[config.mk]
export PLATFORM = sky130hd
export DESIGN_NAME = seq_alu_flat
export DESIGN_NICKNAME = d
export VERILOG_FILES = /design/src/rtl/seq_alu_if.sv /design/src/rtl/seq_alu.sv /design/src/flat_wrapper.sv
export SDC_FILE = /design/constraint.sdc
export NUM_CORES = 2
export LEC_CHECK = 0
export ABC_CLOCK_PERIOD_IN_PS = 19720
export CAP_MARGIN = 10
export CORE_ASPECT_RATIO = 0.6
export CORE_MARGIN = 2
export CORE_UTILIZATION = 55
export CTS_BUF_LIST = sky130_fd_sc_hd__clkbuf_4 sky130_fd_sc_hd__clkbuf_8
export CTS_CLUSTER_DIAMETER = 200
export DETAILED_ROUTE_END_ITERATION = 16
export PLACE_DENSITY_LB_ADDON = 0.3
export REMOVE_ABC_BUFFERS = 1
export SLEW_MARGIN = 15
export SYNTH_ARGS = -nofsm -noshare
export SYNTH_HDL_FRONTEND = slang
export SYNTH_SLANG_ARGS = --single-unit
[constraint.sdc]
create_clock -name clk -period 19.72 [get_ports clk]
set_input_delay 5.916 -clock clk [delete_from_list [all_inputs] [get_ports clk]]
set_output_delay 5.916 -clock clk [all_outputs]
set_load 0.005 [all_outputs]
[src/rtl/seq_alu_if.sv]
// Request/response bundle for seq_alu: operation handshake, flush and result handshake.
interface seq_alu_if #(
    parameter int XLEN = 32
);
    logic            in_valid;
    logic            in_ready;
    logic [4:0]      op;
    logic [XLEN-1:0] dataOne;
    logic [XLEN-1:0] dataTwo;
    logic            flush;
    logic            out_valid;
    logic            out_ready;
    logic [XLEN-1:0] result;
    logic            zero;
    logic            negative;
    logic            illegal;

    modport master (
        output in_valid, op, dataOne, dataTwo, flush, out_ready,
        input  in_ready, out_valid, result, zero, negative, illegal
    );

    modport slave (
        input  in_valid, op, dataOne, dataTwo, flush, out_ready,
        output in_ready, out_valid, result, zero, negative, illegal
    );
endinterface

[src/rtl/seq_alu.sv]
// seq_alu: integer ALU with single-cycle base ops and iterative multiply/divide.
// Base, illegal and divide fast-path results register at the accept edge; MUL and
// DIV run XLEN iterations each before registering their result.
module seq_alu #(
    parameter int XLEN     = 32,
    parameter bit ENABLE_M = 1'b1
) (
    input logic      clk,
    input logic      rst,
    seq_alu_if.slave bus
);
    localparam int SHW = $clog2(XLEN);
    localparam int CW  = $clog2(XLEN) + 1;

    typedef enum logic [1:0] {IDLE, MUL, DIV} state_t;

    state_t          state, state_next;
    logic [CW-1:0]   count;

    logic [2*XLEN-1:0] mcand, prod, prod_step, mul_full;
    logic [XLEN-1:0]   mplier;
    logic              m_neg, m_high;

    logic [XLEN:0]     div_rem;
    logic [XLEN-1:0]   div_quo, div_den, quo_fix, rem_fix;
    logic              q_neg, r_neg, rem_sel;
    logic [2*XLEN:0]   div_first, div_next;

    logic [XLEN-1:0]   a, b, a_mag, b_mag, res_next;
    logic [SHW-1:0]    shamt;
    logic              accept, m_op, is_div, fast, load_result, ill_next;
    logic              a_signed, b_signed, a_neg, b_neg;
    logic              mul_last, div_last;

    // One restoring-division step: shift next dividend bit in, subtract if it fits.
    function automatic logic [2*XLEN:0] div_step(input logic [XLEN:0] rem,
                                                  input logic [XLEN-1:0] quo,
                                                  input logic [XLEN-1:0] den);
        logic [XLEN:0] sh;
        logic [XLEN:0] diff;
        sh   = {rem[XLEN-1:0], quo[XLEN-1]};
        diff = sh - {1'b0, den};
        if (!diff[XLEN])
            return {diff, quo[XLEN-2:0], 1'b1};
        return {sh, quo[XLEN-2:0], 1'b0};
    endfunction

    assign a            = bus.dataOne;
    assign b            = bus.dataTwo;
    assign shamt        = b[SHW-1:0];
    assign bus.in_ready = !rst && (state == IDLE) && (!bus.out_valid || bus.out_ready) && !bus.flush;
    assign accept       = bus.in_valid && bus.in_ready;
    assign m_op         = ENABLE_M && (bus.op[4:3] == 2'b10);
    assign is_div       = m_op && bus.op[2];
    assign mul_last     = (state == MUL) && (count == CW'(XLEN - 1));
    assign div_last     = (state == DIV) && (count == CW'(XLEN));

    // Operand sign handling and divide fast-path detection for the op being presented.
    always_comb begin
        a_signed = 1'b0;
        b_signed = 1'b0;
        if (bus.op[2]) begin
            a_signed = !bus.op[0];
            b_signed = !bus.op[0];
        end else begin
            a_signed = (bus.op[1:0] == 2'd1) || (bus.op[1:0] == 2'd2);
            b_signed = (bus.op[1:0] == 2'd1);
        end
        a_neg     = a_signed && a[XLEN-1];
        b_neg     = b_signed && b[XLEN-1];
        a_mag     = a_neg ? -a : a;
        b_mag     = b_neg ? -b : b;
        fast      = is_div && ((b == '0) ||
                    (!bus.op[0] && (a == {1'b1, {(XLEN-1){1'b0}}}) && (b == '1)));
        div_first = div_step({(XLEN+1){1'b0}}, a_mag, b_mag);
    end

    // Result selection: iterative completions first, otherwise a single-cycle accept.
    always_comb begin
        res_next    = '0;
        ill_next    = 1'b0;
        load_result = 1'b0;
        prod_step   = prod + (mplier[0] ? mcand : '0);
        mul_full    = m_neg ? -prod_step : prod_step;
        div_next    = div_step(div_rem, div_quo, div_den);
        quo_fix     = q_neg ? -div_quo : div_quo;
        rem_fix     = r_neg ? -div_rem[XLEN-1:0] : div_rem[XLEN-1:0];
        if (mul_last) begin
            load_result = 1'b1;
            res_next    = m_high ? mul_full[2*XLEN-1:XLEN] : mul_full[XLEN-1:0];
        end else if (div_last) begin
            load_result = 1'b1;
            res_next    = rem_sel ? rem_fix : quo_fix;
        end else if (accept && !(m_op && !fast)) begin
            load_result = 1'b1;
            if (fast) begin
                if (b == '0)
                    res_next = bus.op[1] ? a : '1;
                else
                    res_next = bus.op[1] ? '0 : a;
            end else begin
                case (bus.op)
                    5'd0:    res_next = a + b;
                    5'd1:    res_next = a - b;
                    5'd2:    res_next = a << shamt;
                    5'd3:    res_next = {{(XLEN-1){1'b0}}, ($signed(a) < $signed(b))};
                    5'd4:    res_next = {{(XLEN-1){1'b0}}, (a < b)};
                    5'd5:    res_next = a ^ b;
                    5'd6:    res_next = a >> shamt;
                    5'd7:    res_next = $signed(a) >>> shamt;
                    5'd8:    res_next = a | b;
                    5'd9:    res_next = a & b;
                    default: ill_next = 1'b1;
                endcase
            end
        end
    end

    // State register.
    always_ff @(posedge clk or posedge rst) begin
        if (rst) state <= IDLE;
        else     state <= state_next;
    end

    // Next state: enter MUL/DIV on an iterative accept, return to IDLE on completion or flush.
    always_comb begin
        state_next = state;
        case (state)
            IDLE:    if (accept && m_op && !fast) state_next = bus.op[2] ? DIV : MUL;
            MUL:     if (mul_last) state_next = IDLE;
            DIV:     if (div_last) state_next = IDLE;
            default: state_next = IDLE;
        endcase
        if (bus.flush) state_next = IDLE;
    end

    // Iterative multiply/divide datapath and iteration counter.
    always_ff @(posedge clk or posedge rst) begin
        if (rst) begin
            count   <= '0;
            mcand   <= '0;
            mplier  <= '0;
            prod    <= '0;
            m_neg   <= 1'b0;
            m_high  <= 1'b0;
            div_rem <= '0;
            div_quo <= '0;
            div_den <= '0;
            q_neg   <= 1'b0;
            r_neg   <= 1'b0;
            rem_sel <= 1'b0;
        end else if (bus.flush) begin
            count <= '0;
        end else if (accept && m_op && !fast) begin
            if (bus.op[2]) begin
                {div_rem, div_quo} <= div_first;
                div_den <= b_mag;
                q_neg   <= a_neg ^ b_neg;
                r_neg   <= a_neg;
                rem_sel <= bus.op[1];
                count   <= CW'(1);
            end else begin
                mcand  <= {{XLEN{1'b0}}, a_mag};
                mplier <= b_mag;
                prod   <= '0;
                m_neg  <= a_neg ^ b_neg;
                m_high <= (bus.op[1:0] != 2'd0);
                count  <= '0;
            end
        end else if (state == MUL) begin
            prod   <= prod_step;
            mcand  <= mcand << 1;
            mplier <= mplier >> 1;
            count  <= mul_last ? '0 : count + CW'(1);
        end else if (state == DIV) begin
            if (div_last) begin
                count <= '0;
            end else begin
                {div_rem, div_quo} <= div_next;
                count <= count + CW'(1);
            end
        end
    end

    // Output register: load a new result, otherwise drop out_valid once consumed.
    always_ff @(posedge clk or posedge rst) begin
        if (rst) begin
            bus.out_valid <= 1'b0;
            bus.result    <= '0;
            bus.zero      <= 1'b0;
            bus.negative  <= 1'b0;
            bus.illegal   <= 1'b0;
        end else if (bus.flush) begin
            bus.out_valid <= 1'b0;
        end else if (load_result) begin
            bus.out_valid <= 1'b1;
            bus.result    <= res_next;
            bus.zero      <= (res_next == '0);
            bus.negative  <= res_next[XLEN-1];
            bus.illegal   <= ill_next;
        end else if (bus.out_ready) begin
            bus.out_valid <= 1'b0;
        end
    end
endmodule

[src/flat_wrapper.sv]
// flat-port wrapper written by rule: the top's interface ports become plain ports
module seq_alu_flat 
#(
    parameter int XLEN     = 32,
    parameter bit ENABLE_M = 1'b1
)
  (clk, rst, bus_in_valid, bus_op, bus_dataOne, bus_dataTwo, bus_flush, bus_out_ready, bus_in_ready, bus_out_valid, bus_result, bus_zero, bus_negative, bus_illegal);
  seq_alu_if #(.XLEN(XLEN)) bus_i ();
  input logic clk;
  input logic rst;
  input wire logic [$bits(bus_i.in_valid)-1:0] bus_in_valid;
  input wire logic [$bits(bus_i.op)-1:0] bus_op;
  input wire logic [$bits(bus_i.dataOne)-1:0] bus_dataOne;
  input wire logic [$bits(bus_i.dataTwo)-1:0] bus_dataTwo;
  input wire logic [$bits(bus_i.flush)-1:0] bus_flush;
  input wire logic [$bits(bus_i.out_ready)-1:0] bus_out_ready;
  output wire logic [$bits(bus_i.in_ready)-1:0] bus_in_ready;
  output wire logic [$bits(bus_i.out_valid)-1:0] bus_out_valid;
  output wire logic [$bits(bus_i.result)-1:0] bus_result;
  output wire logic [$bits(bus_i.zero)-1:0] bus_zero;
  output wire logic [$bits(bus_i.negative)-1:0] bus_negative;
  output wire logic [$bits(bus_i.illegal)-1:0] bus_illegal;
  assign bus_i.in_valid = bus_in_valid;
  assign bus_i.op = bus_op;
  assign bus_i.dataOne = bus_dataOne;
  assign bus_i.dataTwo = bus_dataTwo;
  assign bus_i.flush = bus_flush;
  assign bus_i.out_ready = bus_out_ready;
  assign bus_in_ready = bus_i.in_ready;
  assign bus_out_valid = bus_i.out_valid;
  assign bus_result = bus_i.result;
  assign bus_zero = bus_i.zero;
  assign bus_negative = bus_i.negative;
  assign bus_illegal = bus_i.illegal;
  seq_alu #(.XLEN(XLEN), .ENABLE_M(ENABLE_M)) u_core (.clk(clk), .rst(rst), .bus(bus_i));
endmodule
---- Word level (Yosys, flattened, before mapping) ----
Index checks and enable logic that the tools add are counted.
word-level totals
  logic and storage cells ................. 169
  output and inout bits ................... 37
  bits in registers ....................... 305
  input port bits ......................... 74
operators by class
  add/subtract/negate cells ............... 11
  multiplexer cells ....................... 63
  reductions and logical operators ........ 41
  bitwise operators ....................... 6
  shift-type cells ........................ 3
  $lt $le $gt $ge ......................... 2
  equality and inequality tests ........... 25
operators with widths
  operator                                                         count
  32-bit two-way mux                                               26
  64-bit two-way mux                                               10
  32-bit case mux with 10 select lines                             1
  32-bit negator                                                   4
  64-bit adder                                                     1
  32-bit == test, second input constant                            2
  32-bit logical NOT                                               2
  32-bit less-than comparator                                      2
  64-bit negator                                                   1
  6-bit two-way mux                                                6
  1-bit by 32-bit subtractor with 33-bit output                    1
  33-bit by 32-bit subtractor with 33-bit output                   1
  32-bit adder                                                     1
  32-bit AND                                                       1
  32-bit OR                                                        1
  32-bit by 5-bit << shifter with 32-bit output                    1
  32-bit by 5-bit >> shifter with 32-bit output                    1
  32-bit by 5-bit >>> shifter with 32-bit output                   1
  32-bit subtractor                                                1
  32-bit XOR                                                       1
  5-bit by 3-bit == test with 1-bit output, second input constant  4
  1-bit logical AND                                                16
  1-bit two-way mux                                                14
  3-bit AND reduction                                              4
  other kinds (26)                                                 48

---- Logic depth before layout (Yosys ltp) ----
  depth in word-level cells ............... 14
  mapped depth ............................ 24
  depth with buffers taken out ............ 21

---- Least setup slack after synthesis ----
Ideal clock, no wire load.
  path type ............................... input to output
  start ................................... input bus_flush
  end ..................................... output bus_in_ready
  arrival time ............................ 6.368 ns
  path buffers ............................ 0
  setup slack ............................. 7.436 ns
  data required time ...................... 13.804 ns
  stages on the path ...................... 3
  cell sequence ........................... nor2_1 nand2_1 nor3_1
between the ends
  longest elaborated chain between the ends .. 2
ends and longest elaborated chain
  what                RTL line            text
  start: declaration  flat_wrapper.sv:15  input wire logic [$bits(bus_i.flush)-1:0] bus_flush;
  1-bit logical NOT   seq_alu.sv:51       assign bus.in_ready = !rst && (state == IDLE) && (!bus.out_valid || bus.out_ready) && !bus.flush;
  1-bit logical AND   seq_alu.sv:51
  end: declaration    flat_wrapper.sv:17  output wire logic [$bits(bus_i.in_ready)-1:0] bus_in_ready;
No other way between the ends.

---- Final worst setup path ----
Same ends and word-level chain as after synthesis.

==> reports/metrics.cfg <==
[run_status]
outcome = finished clean

[placement]
placed_cells = 5025
detailed_place_hpwl_um = 111000
place_congestion = 1.07
numPortBuffers = 110
dp_slack_ps = 5990

[timing]
min_period_over_period_pct = 69.8
setup_violations = 0
max_freq_mhz = 72.7
final_hold_viol_count = 0
tns_ps = 0
slew_headroom_pct = 14.9
finalHoldWorstSlack_ps = 477
fin_skew_ps = 35.9
slew_viol_final = 0
tightest_slew_ps = 1270
rsz0062_at_grt = false
layout_min_cycle_time_ps = 13760
worst_slack_ps = 5960

[cts]
cts.path.max_buffers = 3
cts_buffers = 51
htreeDepth = 2
cts_resized = 0
cts_tree = built
root_buffer = clkbuf_8
hold_buffers = 0
cts.sinks = 304
postCtsSetupBuffers = 0
clk_pin_slew_worst_paths_ps = 60
clock_latency_ps = 680

[power]
power.density_mw_per_mm2 = 83.0
p_leak_nw = 15.4
ir_drop_mv = 0.0900

[layout]
layout.nets = 4581
post-route-util_pct = 60.5
drive_gt1_share_pct = 7.80
fillers = 5510
fin_cells = 5118
area_growth_pct = 8.19

[synthesis]
syn_avg_cell_area_um2 = 7.68
synth_edf_count = 0
synthSimpleGateAreaFrac_pct = 21.9
ys_seq_area_share_pct = 22.9
ys.flop_type = dfrtp_1
ys_seq_elements = 304
synth-warning-count = 0
synth.distinct_cells = 116
synth-compound-area-share_pct = 27.9
ys_async_sr_fraction_pct = 100
synth_fa_ha_area_share_pct = 8.45
synthMuxAreaShare_pct = 7.29
yosys.area_share.xor_xnor_pct = 5.93
synth_area_mm2 = 0.0332
synth_top_family_by_area = compound AO/OA/AOI/OAI gates
syn_inst = 4331

[detailed_routing]
drt-total-wl_um = 145000
via_count = 36200
ant_nets = 0
routed_via_density = 7.07
wl_per_cell_um = 28.4
drt_iter0_markers = 6334
drc = 0
drt_pre_antenna_iters = 8

[worst_setup_path]
reg2reg_from = u_core.mplier[0]$_DFFE_PP0P_
setup.worst_path.end_class = output port
cp-startpoint = bus_flush
critPathMaxFanout = 11
worstPathArrival_ps = 7840
cp-start-kind = primary input
path_class = primary input to output port
cp_data_required_time_ps = 13800

[grt]
antenna_found_initial = 13
gr-total-overflow = 0
grt_pass1_vias = 32200
grt_max_degree = 106
grt_first_pass_wirelength_um = 214000
grt_usage_pct = 45.2

[hold_path]
worstHoldStart = u_core.bus.result[10]$_DFFE_PP0P_
hold_path.class = flip-flop to flip-flop

[run]
max_cap_viol_count = 0

[die]
io_pins = 111
die_y_um = 194
rows = 69
core_mm2 = 0.0595
die_w_um = 321
initial_core_util_pct = 55.9
die-area_mm2 = 0.0625

per-stage QoR:
stage               area [um2]  power [mW]
floorplan                32000        1.80
detailed placement       34800        2.27
global placement         34800        2.25
global route             36000        3.12
CTS                      36000        2.91
finish                   36000        2.99
where the power goes:
| part | internal, mW | leakage [nW] | switching [mW] |
|---|---|---|---|
| clock network | 0.355 | 0.595 | 0.291 |
| logic | 0.563 | 10.8 | 0.915 |
| registers | 0.728 | 3.97 | 0.134 |
| total | 1.65 | 15.4 | 1.34 |
synth_stat cells, drive strengths merged (34+ instances only):
master | instances | share of area (%)
nand4 | 45 | 0.85
o31ai | 49 | 1.1
ha | 206 | 7.8
mux4 | 62 | 4.2
a211oi | 50 | 1.2
nand2 | 483 | 5.5
xor2 | 66 | 1.7
clkbuf | 255 | 3.2
o211ai | 37 | 0.85
and2 | 91 | 1.7
o21ai | 420 | 6.3
inv | 169 | 1.9
dfrtp | 304 | 23
mux2i | 87 | 2.6
a31oi | 69 | 1.3
nand2b | 34 | 0.64
nor2 | 419 | 4.7
nor3 | 127 | 1.9
a22o | 87 | 2.3
xnor2 | 159 | 4.2
buf | 36 | 0.50
or3 | 64 | 1.2
a21o | 74 | 1.7
a21oi | 303 | 4.6
nand3 | 86 | 1.3
kinds of logic after synthesis:
logic type,after synthesis
muxes,163
xor gates and xnor gates,225
and+or+nand+nor,1529
buffers and inverters,462
AOI/OAI and AO/OA,1423
DFF,304
adders and majority gates,225
critical path, stage by stage:
cell and delay [ps]:
clkdlybuf4s50_1 690, nor2_1 290, nand2_1 80, nor3_1 290, clkdlybuf4s50_1 570
layout by cell type, fill, tap and decap left out, drive strengths merged, types with 29 or more instances in the layout:
cell             n
a211oi          50
a21o            74
a21oi          303
a221oi          32
a22o            87
a22oi           29
a31oi           69
and2            91
buf             99
clkbuf          77
clkdlybuf4s50  105
dfrtp          304
ha             206
inv            171
mux2i           87
mux4            62
nand2          483
nand2b          34
nand3           86
nand4           45
nor2           419
nor2b           33
nor3           127
o211ai          37
o21ai          420
o21bai          29
o22ai           31
o31ai           49
or3             64
xnor2          159
xor2            66
routing by layer:
layer / global-route usage, % / vias to the layer above / part of all wire [%]
met1: 67.7 / 17300 / 43
met2: 55.5 / 2702 / 36
met4: 10.8 / 18 / 2.9
met3: 23.1 / 344 / 19
met5: 0 / - / 0.10
li1: - / 15800 / -
layout make-up:
type | instances | area (um2) | share of cell area (%)
clock inverters | 12 | 153 | 0.424
inverters | 171 | 649 | 1.81
diodes | 4 | 10.0 | 0.0278
repair buffers | 204 | 1780 | 4.96
well taps | 781 | 977 | 2.72
multi-input cells | 3565 | 23800 | 66.2
clock buffers | 77 | 972 | 2.70
flip-flops and latches | 304 | 7610 | 21.2
worst paths after layout:
check / to / slack [ps] / depth (start not counted)
max: bus_in_ready / 5960 / 5
min: u_core.bus.result[10]$_DFFE_PP0P_ / 480 / 2
max reg2reg: u_core.bus.zero$_DFFE_PP0P_ / 11610 / 18
min reg2reg: u_core.bus.result[10]$_DFFE_PP0P_ / 480 / 2
max in group asynchronous: u_core.mplier[4]$_DFFE_PP0P_ / 11670 / 4
min in group asynchronous: u_core.mcand[40]$_DFFE_PP0P_ / 5790 / 2
flip-flops by register name, summed over array words and instances, names as in the netlist, 2 cells and up:
register	count
u_core.mplier	32
u_core.div_rem	32
u_core.prod	64
u_core.div_den	32
u_core.bus.result	31
u_core.div_quo	32
u_core.mcand	64
u_core.count	6
u_core.state	2
(Power assumes the default switching activity.)
